## src/rtl/four_bit_wallace_if.sv

```systemverilog
// Operand/product bundle for the 4x4 Wallace multiplier.
// The master drives the operands and the slave returns the product.
interface four_bit_wallace_if;
    localparam int unsigned OP_W   = 4;
    localparam int unsigned PROD_W = 8;

    logic [OP_W-1:0]   A;
    logic [OP_W-1:0]   B;
    logic              in_valid;
    logic [PROD_W-1:0] prod;
    logic              out_valid;

    modport master (
        output A,
        output B,
        output in_valid,
        input  prod,
        input  out_valid
    );

    modport slave (
        input  A,
        input  B,
        input  in_valid,
        output prod,
        output out_valid
    );
endinterface

```

## src/rtl/four_bit_wallace.sv

```systemverilog
// Unsigned 4x4 multiplier: AND-gate partial products, a two-stage Wallace reduction and a ripple adder.
// Define WALLACE_PIPE_EN to register prod/out_valid on clk. Without it the outputs are combinational.
module four_bit_wallace (
    input  logic              clk,
    input  logic              reset,
    four_bit_wallace_if.slave bus
);
    localparam int unsigned OP_W   = 4;
    localparam int unsigned PROD_W = 8;

    // Partial products: w_pp[i][j] = A[j] & B[i], weight 2^(i+j)
    logic [OP_W-1:0] w_pp [OP_W];

    for (genvar i = 0; i < OP_W; i++) begin : g_pp
        assign w_pp[i] = bus.A & {OP_W{bus.B[i]}};
    end

    // Stage 1 column heights 1,2,3,4,3,2,1 -> 1,1,2,3,2,2,2
    logic w_h1_s, w_h1_c;
    logic w_f1_s, w_f1_c;
    logic w_f2_s, w_f2_c;
    logic w_f3_s, w_f3_c;
    logic w_h2_s, w_h2_c;

    four_bit_wallace_ha u_h1 (.i_a(w_pp[0][1]), .i_b(w_pp[1][0]),
                              .o_s(w_h1_s), .o_c(w_h1_c));
    four_bit_wallace_fa u_f1 (.i_a(w_pp[0][2]), .i_b(w_pp[1][1]), .i_c(w_pp[2][0]),
                              .o_s(w_f1_s), .o_c(w_f1_c));
    four_bit_wallace_fa u_f2 (.i_a(w_pp[0][3]), .i_b(w_pp[1][2]), .i_c(w_pp[2][1]),
                              .o_s(w_f2_s), .o_c(w_f2_c));
    four_bit_wallace_fa u_f3 (.i_a(w_pp[1][3]), .i_b(w_pp[2][2]), .i_c(w_pp[3][1]),
                              .o_s(w_f3_s), .o_c(w_f3_c));
    four_bit_wallace_ha u_h2 (.i_a(w_pp[2][3]), .i_b(w_pp[3][2]),
                              .o_s(w_h2_s), .o_c(w_h2_c));

    // Stage 2: only column 3 still holds three bits; pairs elsewhere go through half adders
    logic w_h3_s, w_h3_c;
    logic w_f4_s, w_f4_c;
    logic w_h4_s, w_h4_c;
    logic w_h5_s, w_h5_c;
    logic w_h6_s, w_h6_c;

    four_bit_wallace_ha u_h3 (.i_a(w_f1_s), .i_b(w_h1_c),
                              .o_s(w_h3_s), .o_c(w_h3_c));
    four_bit_wallace_fa u_f4 (.i_a(w_f2_s), .i_b(w_pp[3][0]), .i_c(w_f1_c),
                              .o_s(w_f4_s), .o_c(w_f4_c));
    four_bit_wallace_ha u_h4 (.i_a(w_f3_s), .i_b(w_f2_c),
                              .o_s(w_h4_s), .o_c(w_h4_c));
    four_bit_wallace_ha u_h5 (.i_a(w_h2_s), .i_b(w_f3_c),
                              .o_s(w_h5_s), .o_c(w_h5_c));
    four_bit_wallace_ha u_h6 (.i_a(w_pp[3][3]), .i_b(w_h2_c),
                              .o_s(w_h6_s), .o_c(w_h6_c));

    // Final ripple adder over columns 3..7; columns 0..2 are already single bits
    logic w_c3, w_c4, w_c5, w_c6;
    logic w_p3, w_p4, w_p5, w_p6, w_p7;
    logic w_c7_unused;

    four_bit_wallace_ha u_r3 (.i_a(w_f4_s), .i_b(w_h3_c),
                              .o_s(w_p3), .o_c(w_c3));
    four_bit_wallace_fa u_r4 (.i_a(w_h4_s), .i_b(w_f4_c), .i_c(w_c3),
                              .o_s(w_p4), .o_c(w_c4));
    four_bit_wallace_fa u_r5 (.i_a(w_h5_s), .i_b(w_h4_c), .i_c(w_c4),
                              .o_s(w_p5), .o_c(w_c5));
    four_bit_wallace_fa u_r6 (.i_a(w_h6_s), .i_b(w_h5_c), .i_c(w_c5),
                              .o_s(w_p6), .o_c(w_c6));
    // 15*15 = 225 < 256, so the column-7 carry is always zero
    four_bit_wallace_ha u_r7 (.i_a(w_h6_c), .i_b(w_c6),
                              .o_s(w_p7), .o_c(w_c7_unused));

    logic [PROD_W-1:0] w_prod;
    assign w_prod = {w_p7, w_p6, w_p5, w_p4, w_p3, w_h3_s, w_h1_s, w_pp[0][0]};

`ifdef WALLACE_PIPE_EN
    logic [PROD_W-1:0] r_prod;
    logic              r_out_valid;

    // One-cycle output register; reset clears it without waiting for clk
    always_ff @(posedge clk or posedge reset) begin
        if (reset) begin
            r_prod      <= '0;
            r_out_valid <= 1'b0;
        end else begin
            r_prod      <= w_prod;
            r_out_valid <= bus.in_valid;
        end
    end

    assign bus.prod      = r_prod;
    assign bus.out_valid = r_out_valid;
`else
    logic w_unused_clk_rst;

    // clk and reset stay on the port list but play no part in this build
    assign w_unused_clk_rst = clk ^ reset;
    assign bus.prod         = w_prod;
    assign bus.out_valid    = bus.in_valid;
`endif

endmodule

// Half-adder cell
module four_bit_wallace_ha (
    input  logic i_a,
    input  logic i_b,
    output logic o_s,
    output logic o_c
);
    assign o_s = i_a ^ i_b;
    assign o_c = i_a & i_b;
endmodule

// Full-adder cell
module four_bit_wallace_fa (
    input  logic i_a,
    input  logic i_b,
    input  logic i_c,
    output logic o_s,
    output logic o_c
);
    logic w_ab;

    assign w_ab = i_a ^ i_b;
    assign o_s  = w_ab ^ i_c;
    assign o_c  = (i_a & i_b) | (i_c & w_ab);
endmodule

```

## src/flat_wrapper.sv

```systemverilog
// flat-port wrapper written by rule: the top's interface ports become plain ports
module four_bit_wallace_flat 
  (clk, reset, bus_A, bus_B, bus_in_valid, bus_prod, bus_out_valid);
  four_bit_wallace_if bus_i ();
  input  logic clk;
  input  logic reset;
  input wire logic [$bits(bus_i.A)-1:0] bus_A;
  input wire logic [$bits(bus_i.B)-1:0] bus_B;
  input wire logic [$bits(bus_i.in_valid)-1:0] bus_in_valid;
  output wire logic [$bits(bus_i.prod)-1:0] bus_prod;
  output wire logic [$bits(bus_i.out_valid)-1:0] bus_out_valid;
  assign bus_i.A = bus_A;
  assign bus_i.B = bus_B;
  assign bus_i.in_valid = bus_in_valid;
  assign bus_prod = bus_i.prod;
  assign bus_out_valid = bus_i.out_valid;
  four_bit_wallace u_core (.clk(clk), .reset(reset), .bus(bus_i));
endmodule
```

## config.mk

```make
export PLATFORM = sky130hd
export DESIGN_NAME = four_bit_wallace_flat
export DESIGN_NICKNAME = d
export VERILOG_FILES = /design/src/rtl/four_bit_wallace_if.sv /design/src/rtl/four_bit_wallace.sv /design/src/flat_wrapper.sv
export SDC_FILE = /design/constraint.sdc
export NUM_CORES = 1
export LEC_CHECK = 0
export BUFFER_PORTS_ARGS = -buffer_cell sky130_fd_sc_hd__buf_2
export CAP_MARGIN = 20
export CORE_MARGIN = 1
export CORE_UTILIZATION = 25
export DETAILED_ROUTE_END_ITERATION = 16
export GPL_TIMING_DRIVEN = 1
export PLACE_DENSITY = 0.54
export SYNTH_ARGS = -nofsm -noshare
export SYNTH_HDL_FRONTEND = slang
export SYNTH_SLANG_ARGS = --single-unit
export TNS_END_PERCENT = 20
```

## constraint.sdc

```tcl
create_clock -name vclk -period 4.5
set_input_delay 0.45 -clock vclk [all_inputs]
set_output_delay 0.45 -clock vclk [all_outputs]
set_load 0.01 [all_outputs]
```

==> results_dict.tcl, run 1 <==
set metrics [dict create \
    die_h_um 42.5 \
    power.leakage_nw 0.271 \
    critPathMaxFanout 4 \
    end_kind "output port" \
    internal-power_mw 0.0251 \
    crit_arrival_ns 3.30 \
    dr.pass1.iters 2 \
    swShare_pct 55.2 \
    final_antenna_net_count 0 \
    fin_area_um2 449 \
    worst_pin_slew_ns 0.100 \
    track_usage_pct 7.29 \
    final_cell_count_no_fill 73 \
    worst-setup-path-type "input port to output port" \
    fin_crit_sh_pct 83.4 \
    critPathMaxStageDelay_ns 0.54 \
    antenna_found_initial 0 \
    synth_compound_area_share_pct 0 \
    synth-simple-area-share_pct 18.3 \
    path_cells "buf_2, nand2_1, fa_1, fa_1, inv_1, ha_1, fa_1, fa_1, inv_1, fa_1, inv_1, buf_2" \
    p_per_area_nw_per_um2 125 \
    drt-total-wl_um 622 \
    seqPwrFrac_pct 0 \
    synth_top_cell_area_share_pct 34.3 \
    setup_tns_ns 0 \
    via_per_inst 4.10 \
    vias 299 \
    drc 0 \
    synth-adder-area-share_pct 55.7 \
    layout_setup_ws_ns 0.745 \
    synth_warnings 0 \
    fin_crit_ns 3.75 \
    critPathLaunchType "input port" \
    dpl.hpwl_um 586 \
    yosysTopAreaCell "fa_1" \
    ir_drop_uv 39.8 \
    row_count 14 \
    placed_area_um2 449 \
    placed_cells 73 \
    synth_common_cells "10 x inv_1, 10 x nand2_1, 8 x buf_4" \
    grt_pass1_wl_mm 1.10 \
    setup_viol 0 \
    cp_data_required_time_ns 4.05 \
    p_clk_share_pct 0 \
    clkbuf_count 0 \
    min_path_type "input port to output port" \
    max_freq_mhz 266 \
    grt_pass1_vias 277 \
    rsz0062_at_grt "false" \
    drive_above_1_share_pct 28.1 \
    finalNetCount 84 \
    syn_area_um2 409 \
    die_w_um 42.5 \
    cts_resized 0 \
    synthMuxAreaShare_pct 0 \
    finalMaxSlewViolations 0 \
    syn_inst 49 \
    gr-total-overflow 0 \
    pre_cts_ws_ns 0.714 \
    ff_latch_area_um2 0 \
    numSequentialCells 0 \
    synth_top_family_by_area "adder cells" \
    status "complete, no violations" \
    die_area_um2 1800 \
    maxCapViolations 0 \
    post_cts_buffers 0 \
    portBuffers 16 \
    synth.distinct_cells 7 \
    synth_xor_xnor_area_share_pct 2.14 \
    wire_per_inst_um 8.52 \
    hold_violations 0 \
    combPwrFrac_pct 100.0 \
    grt_max_degree 5 \
    syn_nets 74 \
    diodes 0 \
    synthTopCellsByArea "fa_1 34%, ha_1 21%, buf_4 15%, and2_1 9.2%, inv_1 9.2%" \
    maxSlewHeadroom_pct 93.3 \
    ys_seq_area_share_pct 0 \
    postSynthAreaPerCell_um2 8.35 \
    drtIter0Drc 2 \
    start_util_pct 26.8 \
    syn_to_final_growth_pct 9.79 \
    place_congestion 0.776 \
    cts_hold_buf 0 \
    io_pins 20 \
    path_common_cell "fa_1" \
    switchingPower_mw 0.0309 \
    coreArea_um2 1520 \
    slowest_stage "fa_1" \
    fin_hold_ws_ns 0.900 \
]
## path summary, 6_finish.rpt
check         start       endpoint  slack (ns)  cells past startpoint
max        bus_B[0]    bus_prod[6]        0.75                     12
min    bus_in_valid  bus_out_valid        0.90                      0
## critical path: cells and delay by family
| family | cells | cell delay [ns] |
|---|---|---|
| adder cells (fa/ha/maj) | 6 | 2.38 |
| AND/OR/NAND/NOR | 1 | 0.08 |
| buffers and inverters | 5 | 0.39 |
## cells in the final DEF, fill, tap and decap left out, drive strengths merged
cell type and instances:
nand2 10, buf 16, ha 7, inv 10, xnor2 1, and2 6, fa 7
## metal layers
layer,vias up,GRT usage (%),wire (um),share of wire [%]
li1,152,-,-,-
met1,139,10.1,299,48
met2,8,12.9,285,46
met3,0,0.862,37,5.9
met4,0,0,0,0
met5,-,0,0,0
## kinds of logic after synthesis
kind of cell,after synthesis
simple gates,16
buf+inv,18
xor+xnor,1
fa+ha+maj,14
## final cells by class
cell class	count	area, um2
repair buffers	16	80.1
fillers	169	1070
inverters	10	37.5
well taps	16	20.0
multi-input cells	31	312
## power groups by stage
stage          clock (mW)  combinational (mW)  sequential, mW
2_1_floorplan           0              0.0535               0
3_3_place_gp            0              0.0575               0
3_5_place_dp            0              0.0577               0
4_1_cts                 0              0.0582               0
5_1_grt                 0              0.0659               0
6_report                0              0.0560               0
## stage by stage
| step | util, % | power (mW) |
|---|---|---|
| 2_1_floorplan | - | 0.0535 |
| 3_3_place_gp | 29.5 | 0.0575 |
| 3_5_place_dp | 29.5 | 0.0577 |
| 4_1_cts | 29.5 | 0.0582 |
| 5_1_grt | 29.5 | 0.0659 |
| 6_report | 29.5 | 0.0560 |
No activity file was read; power rests on OpenSTA's default activity.
==> inputs of run 2 (changes only) <==
clock period = 3.6 ns   (was 4.5 ns; I/O delays follow)
==> results_dict.tcl, run 2 (synthesized netlist as in run 1, its figures left out) <==
set metrics [dict create \
    status "complete, no violations" \
    min_path_type "input port to output port" \
    ir_drop_uv 52.1 \
    setup_viol 0 \
    coreArea_um2 1520 \
    critPathMaxFanout 4 \
    multi_input_area_um2 319 \
    hold_violations 0 \
    maxCapViolations 0 \
    start_util_pct 26.8 \
    fin_util_pct 30.1 \
    drc 0 \
    place_congestion 0.776 \
    grt_pass1_vias 277 \
    max_freq_mhz 287 \
    fin_total_pwr_mw 0.0717 \
    row_count 14 \
    antenna_found_initial 0 \
    vias 302 \
    io_pins 20 \
    gr-total-overflow 0 \
    dpl.hpwl_um 586 \
    via_per_inst 4.14 \
    n_fill_cell 172 \
    worst_pin_slew_ns 0.100 \
    rsz0062_at_grt "false" \
    drtIter0Drc 2 \
    drt-total-wl_um 630 \
    grt_pass1_wl_mm 1.10 \
    cp_data_required_time_ns 3.24 \
    die_h_um 42.5 \
    syn_to_final_growth_pct 12.2 \
    clkbuf_count 0 \
    crit_arrival_ns 3.13 \
    diodes 0 \
    cts_hold_buf 0 \
    worst-setup-path-type "input port to output port" \
    ff_latch_area_um2 0 \
    power.leakage_nw 0.269 \
    die_area_um2 1800 \
    layout_setup_ws_ns 0.112 \
    fin_crit_sh_pct 96.9 \
    final_antenna_net_count 0 \
    post_cts_buffers 0 \
    p_per_area_nw_per_um2 156 \
    final_cell_count_no_fill 73 \
    end_kind "output port" \
    pre_cts_ws_ns -0.00574 \
    track_usage_pct 7.29 \
    die_w_um 42.5 \
    placed_cells 73 \
    grt_max_degree 5 \
    placed_area_um2 449 \
    setup_tns_ns 0 \
    fin_area_um2 459 \
    drive_above_1_share_pct 33.3 \
    finalNetCount 84 \
    final_cell_mix "15 x buf_2, 10 x inv_1, 9 x nand2_1, 7 x ha_1, 6 x and2_1" \
    dr.pass1.iters 4 \
    maxSlewHeadroom_pct 93.3 \
    finalMaxSlewViolations 0 \
    final_common_cell "buf_2" \
    wire_per_inst_um 8.63 \
    numSequentialCells 0 \
    fin_crit_ns 3.49 \
    fin_hold_ws_ns 0.720 \
    critPathLaunchType "input port" \
    portBuffers 16 \
]
-- run 2: cell counts in the layout (fill, tap and decap cells not counted) --
No cell type changed its count.
-- run 2: power by group --
part	internal, mW	total, mW	switching [mW]
combinational	0.0324	0.0717	0.0394
sequential	0	0	0
clock	0	0	0
total	0.0324	0.0717	0.0394
-- run 2: area by class of cell --
cell class	count	share of cell area (%)
multi-input cells	31	69.5
well taps	16	4.36
repair buffers	16	18.0
inverters	10	8.17
-- run 2: critical path, stage by stage --
cell and delay [ns]:
buf_2 0.12, nand2_2 0.06, fa_1 0.50, fa_1 0.54
inv_1 0.04, ha_1 0.20, fa_2 0.34, fa_2 0.33
inv_1 0.07, fa_1 0.40, inv_1 0.05, buf_2 0.12
-- run 2: routing by layer --
layer | share of wire (%) | wire, um | vias to the layer above | track usage (%)
li1 | - | - | 152 | -
met1 | 48 | 301 | 139 | 10.1
met2 | 45 | 285 | 11 | 12.9
met3 | 6.8 | 43 | 0 | 0.862
met4 | 0 | 0 | 0 | 0
met5 | 0 | 0 | - | 0
-- run 2: worst paths after layout --
kind / slack, ns / to / startpoint / cells past startpoint
worst max-delay path: 0.11 / bus_prod[6] / bus_B[2] / 12
worst min-delay path: 0.72 / bus_out_valid / bus_in_valid / 0
-- run 2: timing repair --
| item | in CTS | in global routing |
|---|---|---|
| endpoints found under the setup margin | 0 | 1 |
| endpoints found under the hold margin | 0 | 0 |
| gates resized for setup | 0 | 4 |
==> inputs of run 3 (changes only) <==
ABC_AREA = 1   (was not set)
PLACE_DENSITY = 0.53   (was 0.54)
==> results_dict.tcl, run 3 <==
set metrics [dict create \
    final_cell_mix "19 x nand2_1, 18 x inv_1, 16 x buf_2, 6 x ha_1, 5 x fa_1" \
    coreArea_um2 1540 \
    p_per_area_nw_per_um2 148 \
    wl_met1_um 299 \
    numSequentialCells 0 \
    via_per_inst 3.99 \
    die_h_um 43.3 \
    finalNetCount 97 \
    grt_pass1_wl_mm 1.12 \
    critPathMaxStageDelay_ns 0.54 \
    pre_cts_ws_ns 0.0115 \
    top_layer "met3" \
    min_path_type "input port to output port" \
    grt_pass1_vias 296 \
    syn_inst 59 \
    fin_crit_ns 3.46 \
    max_freq_mhz 289 \
    setup_tns_ns 0 \
    dpl.hpwl_um 603 \
    combPwrFrac_pct 100.0 \
    synthTopCellsByArea "fa_1 33%, ha_1 21%, nand2_1 17%, inv_1 16%, buf_4 14%" \
    layout_setup_ws_ns 0.139 \
    drtIter0Drc 1 \
    io_pins 20 \
    p_clk_share_pct 0 \
    path_cells "buf_2, nand2_1, fa_1, fa_1, inv_1, ha_2, fa_2, fa_2, inv_1, fa_1, inv_1, buf_2" \
    internal-power_mw 0.0329 \
    n_fill_cell 165 \
    syn_to_final_growth_pct 16.4 \
    postSynthAreaPerCell_um2 7.23 \
    fin_hold_ws_ns 0.720 \
    yosysTopAreaCell "fa_1" \
    vias 343 \
    crit_arrival_ns 3.10 \
    syn_area_um2 427 \
    gr-total-overflow 0 \
    critPathMaxFanout 4 \
    fin_util_pct 32.2 \
    critPathLaunchType "input port" \
    seqPwrFrac_pct 0 \
    synth_warnings 0 \
    antenna_found_initial 0 \
    slowest_stage "fa_1" \
    drc 0 \
    synth_common_cells "19 x nand2_1, 18 x inv_1, 8 x buf_4" \
    row_count 14 \
    synth.distinct_cells 5 \
    grt_max_degree 5 \
    switchingPower_mw 0.0406 \
    finalMaxSlewViolations 0 \
    rsz0062_at_grt "false" \
    swShare_pct 55.2 \
    maxCapViolations 0 \
    diodes 0 \
    crit_family "adder cells" \
    wire_per_inst_um 7.29 \
    final_antenna_net_count 0 \
    cp_num_buf_inv 5 \
    portBuffers 16 \
    end_kind "output port" \
    maxSlewHeadroom_pct 93.6 \
    post_cts_buffers 0 \
    ir_drop_uv 34.2 \
    final_common_cell "nand2_1" \
    drt-total-wl_um 627 \
    synth_top_cell_area_share_pct 32.8 \
    cp_data_required_time_ns 3.24 \
    die_w_um 43.3 \
    fin_total_pwr_mw 0.0735 \
    hold_violations 0 \
    die_area_um2 1880 \
    dr.pass1.iters 2 \
    status "complete, no violations" \
    start_util_pct 27.7 \
    route.met2.wl_um 306 \
    track_usage_pct 7.47 \
    fin_crit_sh_pct 96.1 \
    place_congestion 0.810 \
    worst-setup-path-type "input port to output port" \
    setup_viol 0 \
    syn_nets 84 \
    worst_pin_slew_ns 0.0957 \
    ff_latch_area_um2 0 \
    synth.most_common_cell "nand2_1" \
    power.leakage_nw 0.340 \
    clkbuf_count 0 \
    drive_above_1_share_pct 31.4 \
    route.met3.wl_um 22 \
    ys_seq_area_share_pct 0 \
]
==> run 3: cell count changes in the layout (fill, tap and decap cells not counted) <==
cell	delta
buf_2	+1
xnor2_1	-1
and2_1	-6
inv_1	+8
ha_1	-1
buf_4	+2
ha_2	+1
nand2_2	-1
nand2_1	+10
==> run 3: per-stage QoR <==
stage	cell area (um2)	cells
finish	497	86
global route	497	86
CTS	489	86
detailed placement	489	86
global placement	489	86
floorplan	427	59
==> run 3: worst paths after layout <==
check,from,end,slack [ns],cells after the start
worst max-delay path,bus_B[1],bus_prod[6],0.14,12
worst min-delay path,bus_in_valid,bus_out_valid,0.72,0
==> run 3: cell type report <==
class / count / area [um2] / area share [%]
inverter: 18 / 67.6 / 13.6
multi-input combinational: 33 / 307 / 61.7
tap: 16 / 20.0 / 4.03
timing repair buffer: 19 / 103 / 20.7
==> run 3: layer usage <==
metal / global-route usage [%] / vias up
met1: 10.5 / 157
met3: 0.426 / 0
met5: 0 / -
met2: 13.4 / 6
li1: - / 180
met4: 0 / 0
==> run 3: kinds of logic (layout without fill, tap and decap cells) <==
group,after synthesis,count (layout),synth area share [%]
buffers and inverters,26,37,29.9
and+or+nand+nor,19,19,16.7
adders and majority gates,14,14,53.4
==> run 3: power by group through the flow <==
stage | registers, mW | logic (mW) | clock network, mW
final | 0 | 0.0735 | 0
after global routing | 0 | 0.0867 | 0
after detailed placement | 0 | 0.0737 | 0
after global placement | 0 | 0.0738 | 0
after CTS | 0 | 0.0743 | 0
after floorplan | 0 | 0.0671 | 0
==> run 3: timing repair <==
action | CTS | global route
setup endpoints to repair | 0 | 1
hold buffers | 0 | 0
resized for setup | 0 | 3
